[config.mk]
export PLATFORM = sky130hd
export DESIGN_NAME = bc_seq_gen
export DESIGN_NICKNAME = d
export VERILOG_FILES = /design/src/rtl/bc_seq_gen.sv
export SDC_FILE = /design/constraint.sdc
export NUM_CORES = 1
export LEC_CHECK = 0
export ABC_AREA = 1
export BUFFER_PORTS_ARGS = -buffer_cell sky130_fd_sc_hd__buf_2
export CAP_MARGIN = 10
export CORE_MARGIN = 2
export CORE_UTILIZATION = 40
export CTS_BUF_LIST = sky130_fd_sc_hd__clkbuf_8
export CTS_CLUSTER_SIZE = 30
export DETAILED_ROUTE_END_ITERATION = 12
export GPL_TIMING_DRIVEN = 0
export SKIP_CTS_REPAIR_TIMING = 1
export SLEW_MARGIN = 40
export SYNTH_ARGS = -nofsm -noshare
export SYNTH_HDL_FRONTEND = slang
export SYNTH_SLANG_ARGS = --single-unit
[constraint.sdc]
create_clock -name clk -period 1.7 [get_ports clk]
set_clock_uncertainty 0.05 [all_clocks]
set_input_delay 0.255 -clock clk [delete_from_list [all_inputs] [get_ports clk]]
set_output_delay 0.255 -clock clk [all_outputs]
set_load 0.005 [all_outputs]
[src/rtl/bc_seq_gen.sv]
// bc_seq_gen: generates an a/b/c strobe sequence on request.
// a frames the whole sequence, b runs for B_LEN cycles, c closes it for one
// cycle, and a may linger for A_TAIL extra cycles. Every output is a flop
// loaded from the next-state logic, so no input reaches an output
// combinationally.
module bc_seq_gen #(
  parameter int B_LEN  = 3,
  parameter int A_TAIL = 0,
  parameter int CNT_W  = 8
) (
  input  logic             clk,
  input  logic             rst_n,
  input  logic             start,
  input  logic             abort,
  output logic             a,
  output logic             b,
  output logic             c,
  output logic             busy,
  output logic             start_ack,
  output logic             done,
  output logic             aborted,
  output logic [CNT_W-1:0] seq_cnt
);

  typedef enum logic [1:0] {IDLE, BPH, CPH, TAIL} state_t;

  // Down-counter reload values; a phase ends when the counter reads zero.
  localparam logic [3:0] B_LOAD = 4'(B_LEN - 1);
  localparam logic [3:0] T_LOAD = (A_TAIL > 0) ? 4'(A_TAIL - 1) : 4'd0;

  state_t           state, state_nxt;
  logic [3:0]       cnt, cnt_nxt;
  logic             a_nxt, b_nxt, c_nxt, busy_nxt;
  logic             start_ack_nxt, done_nxt, aborted_nxt;
  logic [CNT_W-1:0] seq_cnt_nxt;

  // Next state, next counter and the output values that follow from them.
  always_comb begin
    state_nxt     = state;
    cnt_nxt       = cnt;
    a_nxt         = 1'b0;
    b_nxt         = 1'b0;
    c_nxt         = 1'b0;
    start_ack_nxt = 1'b0;
    done_nxt      = 1'b0;
    aborted_nxt   = 1'b0;
    seq_cnt_nxt   = seq_cnt;
    case (state)
      IDLE: begin
        if (start) begin
          state_nxt     = BPH;
          cnt_nxt       = B_LOAD;
          a_nxt         = 1'b1;
          b_nxt         = 1'b1;
          start_ack_nxt = 1'b1;
        end
      end
      BPH: begin
        if (abort) begin
          state_nxt   = IDLE;
          cnt_nxt     = 4'd0;
          aborted_nxt = 1'b1;
        end else if (cnt == 4'd0) begin
          state_nxt   = CPH;
          a_nxt       = 1'b1;
          c_nxt       = 1'b1;
          done_nxt    = 1'b1;
          seq_cnt_nxt = seq_cnt + CNT_W'(1);
        end else begin
          cnt_nxt = cnt - 4'd1;
          a_nxt   = 1'b1;
          b_nxt   = 1'b1;
        end
      end
      CPH: begin
        if (abort) begin
          state_nxt   = IDLE;
          cnt_nxt     = 4'd0;
          aborted_nxt = 1'b1;
        end else if (A_TAIL == 0) begin
          state_nxt = IDLE;
          cnt_nxt   = 4'd0;
        end else begin
          state_nxt = TAIL;
          cnt_nxt   = T_LOAD;
          a_nxt     = 1'b1;
        end
      end
      TAIL: begin
        if (abort) begin
          state_nxt   = IDLE;
          cnt_nxt     = 4'd0;
          aborted_nxt = 1'b1;
        end else if (cnt == 4'd0) begin
          state_nxt = IDLE;
        end else begin
          cnt_nxt = cnt - 4'd1;
          a_nxt   = 1'b1;
        end
      end
      default: begin
        state_nxt = IDLE;
        cnt_nxt   = 4'd0;
      end
    endcase
    busy_nxt = (state_nxt != IDLE);
  end

  // State, counter and output registers with synchronous active-low reset.
  always_ff @(posedge clk) begin
    if (!rst_n) begin
      state     <= IDLE;
      cnt       <= 4'd0;
      a         <= 1'b0;
      b         <= 1'b0;
      c         <= 1'b0;
      busy      <= 1'b0;
      start_ack <= 1'b0;
      done      <= 1'b0;
      aborted   <= 1'b0;
      seq_cnt   <= '0;
    end else begin
      state     <= state_nxt;
      cnt       <= cnt_nxt;
      a         <= a_nxt;
      b         <= b_nxt;
      c         <= c_nxt;
      busy      <= busy_nxt;
      start_ack <= start_ack_nxt;
      done      <= done_nxt;
      aborted   <= aborted_nxt;
      seq_cnt   <= seq_cnt_nxt;
    end
  end

endmodule

After elaboration in Yosys (flattened, before gate mapping)
Index checks and enable logic that the tools add are counted.

Bits in registers: 20. Input port bits: 4. Output and inout bits: 15. Logic and storage cells: 47.

Reductions and logical operators: 10. Add/subtract/negate cells: 2. Bitwise operators: 3. Equal/unequal tests: 5. Multiplexer cells: 18.

Operator list (number): $mux W4 (3); $pmux W4 S3 (1); $mux W2 (5); $add A8 B1 Y8 const B (1); $pmux W2 S4 (1); $mux W1 (6); $reduce_and A2 Y1 (3); $reduce_or A3 Y1 (2); $eq A2 B2 Y1 const B (2); $logic_not A4 Y1 (1); $pmux W1 S4 (1); $sub A4 B1 Y4 const B (1); $ne A3 B3 Y1 const B (1); $not A1 Y1 (3); $reduce_and A3 Y1 (1); $eq A2 B1 Y1 const B (1); $logic_not A2 Y1 (1); $ne A2 B2 Y1 const B (1); $pmux W1 S2 (1); $reduce_bool A2 Y1 (1); $reduce_or A2 Y1 (1).

Logic depth before layout (Yosys ltp)
Depth after elaboration: 5. Depth in mapped cells: 9. Depth with buffers taken out: 9.

Worst setup path after synthesis
No wires, ideal clock.

Path kind: register to register. Start: reg cnt[0]. End: reg cnt[1]. Arrival time: 1.135 ns. Cell stages (with the launch flop): 9. Setup slack: 0.398 ns. Buffers on the path: 0. Period minus slack after synthesis: 1.302 ns. Cell sequence: dfxtp_1 > inv_1 > ha_1 > nand3_2 > inv_2 > nand2_1 > nand2_1 > nor3_1 > nor2_1.

Longest elaborated chain between the ends: 4. Elaborated cells between the ends (all ways): 7.

Ends and longest elaborated chain: start, declared (line 32) `logic [3:0] cnt, cnt_nxt;`; start signal, assigned (line 124) `cnt <= cnt_nxt;`; $sub A4 B1 Y4 (line 70, 97); $mux W4 (line 63, 94); $mux W4 (line 59) `if (abort) begin`; $pmux W4 S3 (line 48) `case (state)`.

Parallel ways exist; a longest one is shown, timed or not. The select of a mux whose other input is x is not followed. A chain may end at the register's enable or synchronous reset.

Final worst setup path
Ends and elaborated chain as after synthesis.

==> results.txt <==
The total power consumption of the routed design is 1.01 mW. TritonCTS built the clock tree. The logs give 0.00112 mm² for the total non-filler cell area in the finished layout and 19 for the number of ports placed on the die boundary.

For this design, the sink count on the clock tree is 20. The number of flops mapped to enable cells by yosys was 0. After detailed routing, the number of vias per cell comes to 4.59. The run gives 4 as the first-pass iteration count of the detailed router. Sorting the synthesized cells by area gives the leading types as sky130_fd_sc_hd__dfxtp_1, sky130_fd_sc_hd__nand2_1, sky130_fd_sc_hd__nor2_1. The slowest stage of the critical path is the sky130_fd_sc_hd__dfxtp_1 cell. The number of cell rows was 17; the post-synthesis instance total was 131. Number of input and output port buffers inserted: 17.

The final number of setup-violating endpoints is 0, and the time the worst path needs with I/O delays and setup is 1.51 ns. The share of the synthesized area in the top cell type works out to 42.6%. After clock tree synthesis, the clock-pin slew on the worst setup and hold paths is 0.07 ns. The number of nets in the layout was 160. The floorplan step defined a die boundary enclosing 0.00276 mm².

The run gives 2 as the maximum number of buffers from clock root to sink. The worst setup path is captured at a flop. The final number of hold-violating endpoints came out at 0. After synthesis, the most frequently instantiated cells are sky130_fd_sc_hd__nand2_1, sky130_fd_sc_hd__dfxtp_1, sky130_fd_sc_hd__nor2_1, sky130_fd_sc_hd__inv_1, sky130_fd_sc_hd__a21oi_1. Dividing the detail-routed wire length by the instance count gives 10.1 µm. The effective utilization at floorplan was 42.5%. The die height came out at 52.5 µm. The worst register-to-register path ends at cnt[1]$_SDFFE_PN0P_.

Count of cells along the worst hold path: 3. From left edge to right edge, the die measures 52.5 µm. Among all flip-flop cells after synthesis, the most frequent one is sky130_fd_sc_hd__dfxtp_1. VDD sags by at most 0.558 mV.

Of all cell types, the one taking the most synthesized area is sky130_fd_sc_hd__dfxtp_1. In this run the static leakage power is 0.535 nW. Walking the worst path, the cells encountered are inv_1 -> ha_1 -> nand3_2 -> inv_2 -> nand2_1 -> nand2_1 -> nor3_1 -> nor2_1. In this run the remaining antenna-violating nets after routing total 0.

The startpoint identified for the worst register-to-register timing path is cnt[0]$_SDFFE_PN0P_. The slew at the pin with the worst max-slew slack is 0.265 ns. The areal power density over the cells came out at 905 mW/mm².

Remaining routing DRC violations: 0. The critical setup path kind is flop to flop. The tools report the number of antenna violations at the first check in global routing as 0.

In this design, the critical path's most frequently occurring cell is sky130_fd_sc_hd__nand2_1. The share of the clock period used by the worst path after layout is 89.1%. The first global-routing pass estimated 3.42 mm of wire. The number of cells traversed by the worst register-to-register path works out to 8.

The run finished with clean final reports. For the via count of the first global-routing pass, the log shows 816. In the synthesized netlist the async set-or-reset flop fraction comes to 0%. The logs give 0 for the antenna diode count and 42.6% for the register area share after synthesis. The worst hold path terminates at start_ack$_SDFF_PN0_.

The maximum net fanout on the critical path works out to 5. Library cell with the highest instance count after synthesis: sky130_fd_sc_hd__nand2_1. For the unique cell type count in the Yosys netlist, the log shows 20. The routed layout has 827 vias.

The worst hold slack was 0.203 ns. The logs give 1.61 ns for the data arrival at the endpoint of the critical path and 1 for the H-tree depth. The core footprint was 0.00221 mm²; the post-synthesis cell area was 941 µm².

Clock latency on the worst-skew pair, taken at its later pin, is 0.26 ns. The tools report the number of buffers created by CTS as 3. The kind of path behind the tightest hold check is input pin to flop. Setup repair after global routing left no endpoint under its margin.

At the worst endpoint, the required time is 1.80 ns. The setup check on the worst reg-to-reg path leaves a slack of 0.19 ns. Once detailed placement completed, the half-perimeter wirelength came to 1.36 mm. The max-slew violation total from the final report was 0; the growth of design area from synthesis to finish was 18.6%.

The worst setup path is launched from a flop. The number of synthesized register bits was 20. Across the run, the number of max-cap violations was 0. The placer's final routability congestion estimate came out at 0.732. Synthesis produced a netlist with a net count of 138.

The count of filler cells inserted in the layout is 233. Setup slack on the critical path of the routed design comes to 0.186 ns. The total negative setup slack came out at 0 ns. The logs give 12 for the maximum number of pins on one net before global-route repair and 16 for the initial DRC count.

The placed standard-cell area is 0.00106 mm², and the post-synthesis average cell area is 7.18 µm². The aggregate global routing overflow is 0, and the stage delay of the slowest cell on the critical path is 0.35 ns. Of the cells placed in the final design, the portion with a size suffix greater than 1 is 23.0%. The worst-case setup slack after placement came out at 0.180 ns. The global routing usage summed across all routing layers was 17.1%; the worst slew margin relative to its limit was 82.2%. Launch point of the worst hold path: start. Yosys printed 0 warnings. The highest attainable clock frequency was 660 MHz. Clock root buffer master: sky130_fd_sc_hd__clkbuf_8.

Routed wire length: 1.82 mm.
-- logic make-up after synthesis --
family	Yosys count	share of synthesized area [%]
buf+inv	21	8.91
compound gates	14	7.85
fa+ha+maj	3	3.99
flops	20	42.6
simple gates	72	35.8
xor+xnor	1	0.931
-- worst max-delay path by stage --
stage	slack, ns	to	from
CTS	0.18	cnt[1]$_SDFFE_PN0P_	cnt[0]$_SDFFE_PN0P_
global route	0.02	cnt[1]$_SDFFE_PN0P_	cnt[0]$_SDFFE_PN0P_
global placement	0.27	cnt[1]$_SDFFE_PN0P_	cnt[0]$_SDFFE_PN0P_
finish	0.19	cnt[1]$_SDFFE_PN0P_	cnt[0]$_SDFFE_PN0P_
detailed placement	0.18	cnt[1]$_SDFFE_PN0P_	cnt[0]$_SDFFE_PN0P_
floorplan	0.40	cnt[1]$_SDFFE_PN0P_	cnt[0]$_SDFFE_PN0P_
-- metrics by stage --
step / util, % / std cells
floorplan: - / 131
global placement: 48.0 / 176
detailed placement: 48.0 / 176
CTS: 50.5 / 180
global route: 50.5 / 180
finish: 50.5 / 180
-- critical path, delay by kind of cell, from the launching register on --
| kind | cells | cell delay, ns |
|---|---|---|
| and+or+nand+nor | 5 | 0.65 |
| DFF | 1 | 0.35 |
| adders and majority gates | 1 | 0.21 |
| buffers and inverters | 2 | 0.15 |
-- layer usage --
metal / vias up / global-route usage (%) / wire, µm
li1: 449 / - / -
met1: 360 / 19.9 / 824
met2: 12 / 27.9 / 884
met3: 6 / 5.14 / 62
met4: 0 / 8.97 / 44
met5: - / 0 / 0
-- final cells by class --
| cell class | instances | area, µm² | share of cell area (%) |
|---|---|---|---|
| multi-input cells | 90 | 457 | 40.9 |
| flip-flops and latches | 20 | 400 | 35.9 |
| repair buffers | 17 | 85.1 | 7.62 |
| inverters | 19 | 71.3 | 6.39 |
| clock buffers | 4 | 55.1 | 4.93 |
| well taps | 28 | 35.0 | 3.14 |
| plain buffers | 2 | 12.5 | 1.12 |
-- layout by cell type (no fill, tap or decap) --
cell / n
sky130_fd_sc_hd__nand2_2: 2
sky130_fd_sc_hd__nand4_1: 3
sky130_fd_sc_hd__nor3_1: 3
sky130_fd_sc_hd__xnor2_1: 1
sky130_fd_sc_hd__dfxtp_1: 20
sky130_fd_sc_hd__nand3_2: 2
sky130_fd_sc_hd__a21oi_1: 8
sky130_fd_sc_hd__inv_1: 16
sky130_fd_sc_hd__nor2_4: 1
sky130_fd_sc_hd__ha_1: 3
sky130_fd_sc_hd__nand3_1: 7
sky130_fd_sc_hd__nand2_1: 33
sky130_fd_sc_hd__nor2_8: 1
sky130_fd_sc_hd__buf_4: 1
sky130_fd_sc_hd__inv_2: 3
sky130_fd_sc_hd__a21oi_2: 1
sky130_fd_sc_hd__buf_2: 18
sky130_fd_sc_hd__o21ai_0: 5
sky130_fd_sc_hd__clkbuf_8: 4
sky130_fd_sc_hd__nor2_2: 2
sky130_fd_sc_hd__nor2_1: 18
-- sequential cells by signal (all words and copies together) (netlist names) --
name / flops
a: 1
busy: 1
start_ack: 1
aborted: 1
state: 2
cnt: 4
done: 1
seq_cnt: 8
b: 1
-- power breakdown --
part	internal, mW	switching, mW	leakage, nW
clock	0.206	0.155	0.0288
combinational	0.0512	0.0925	0.343
sequential	0.493	0.0124	0.163
total	0.751	0.260	0.535
No activity file was read; power rests on OpenSTA's default activity.
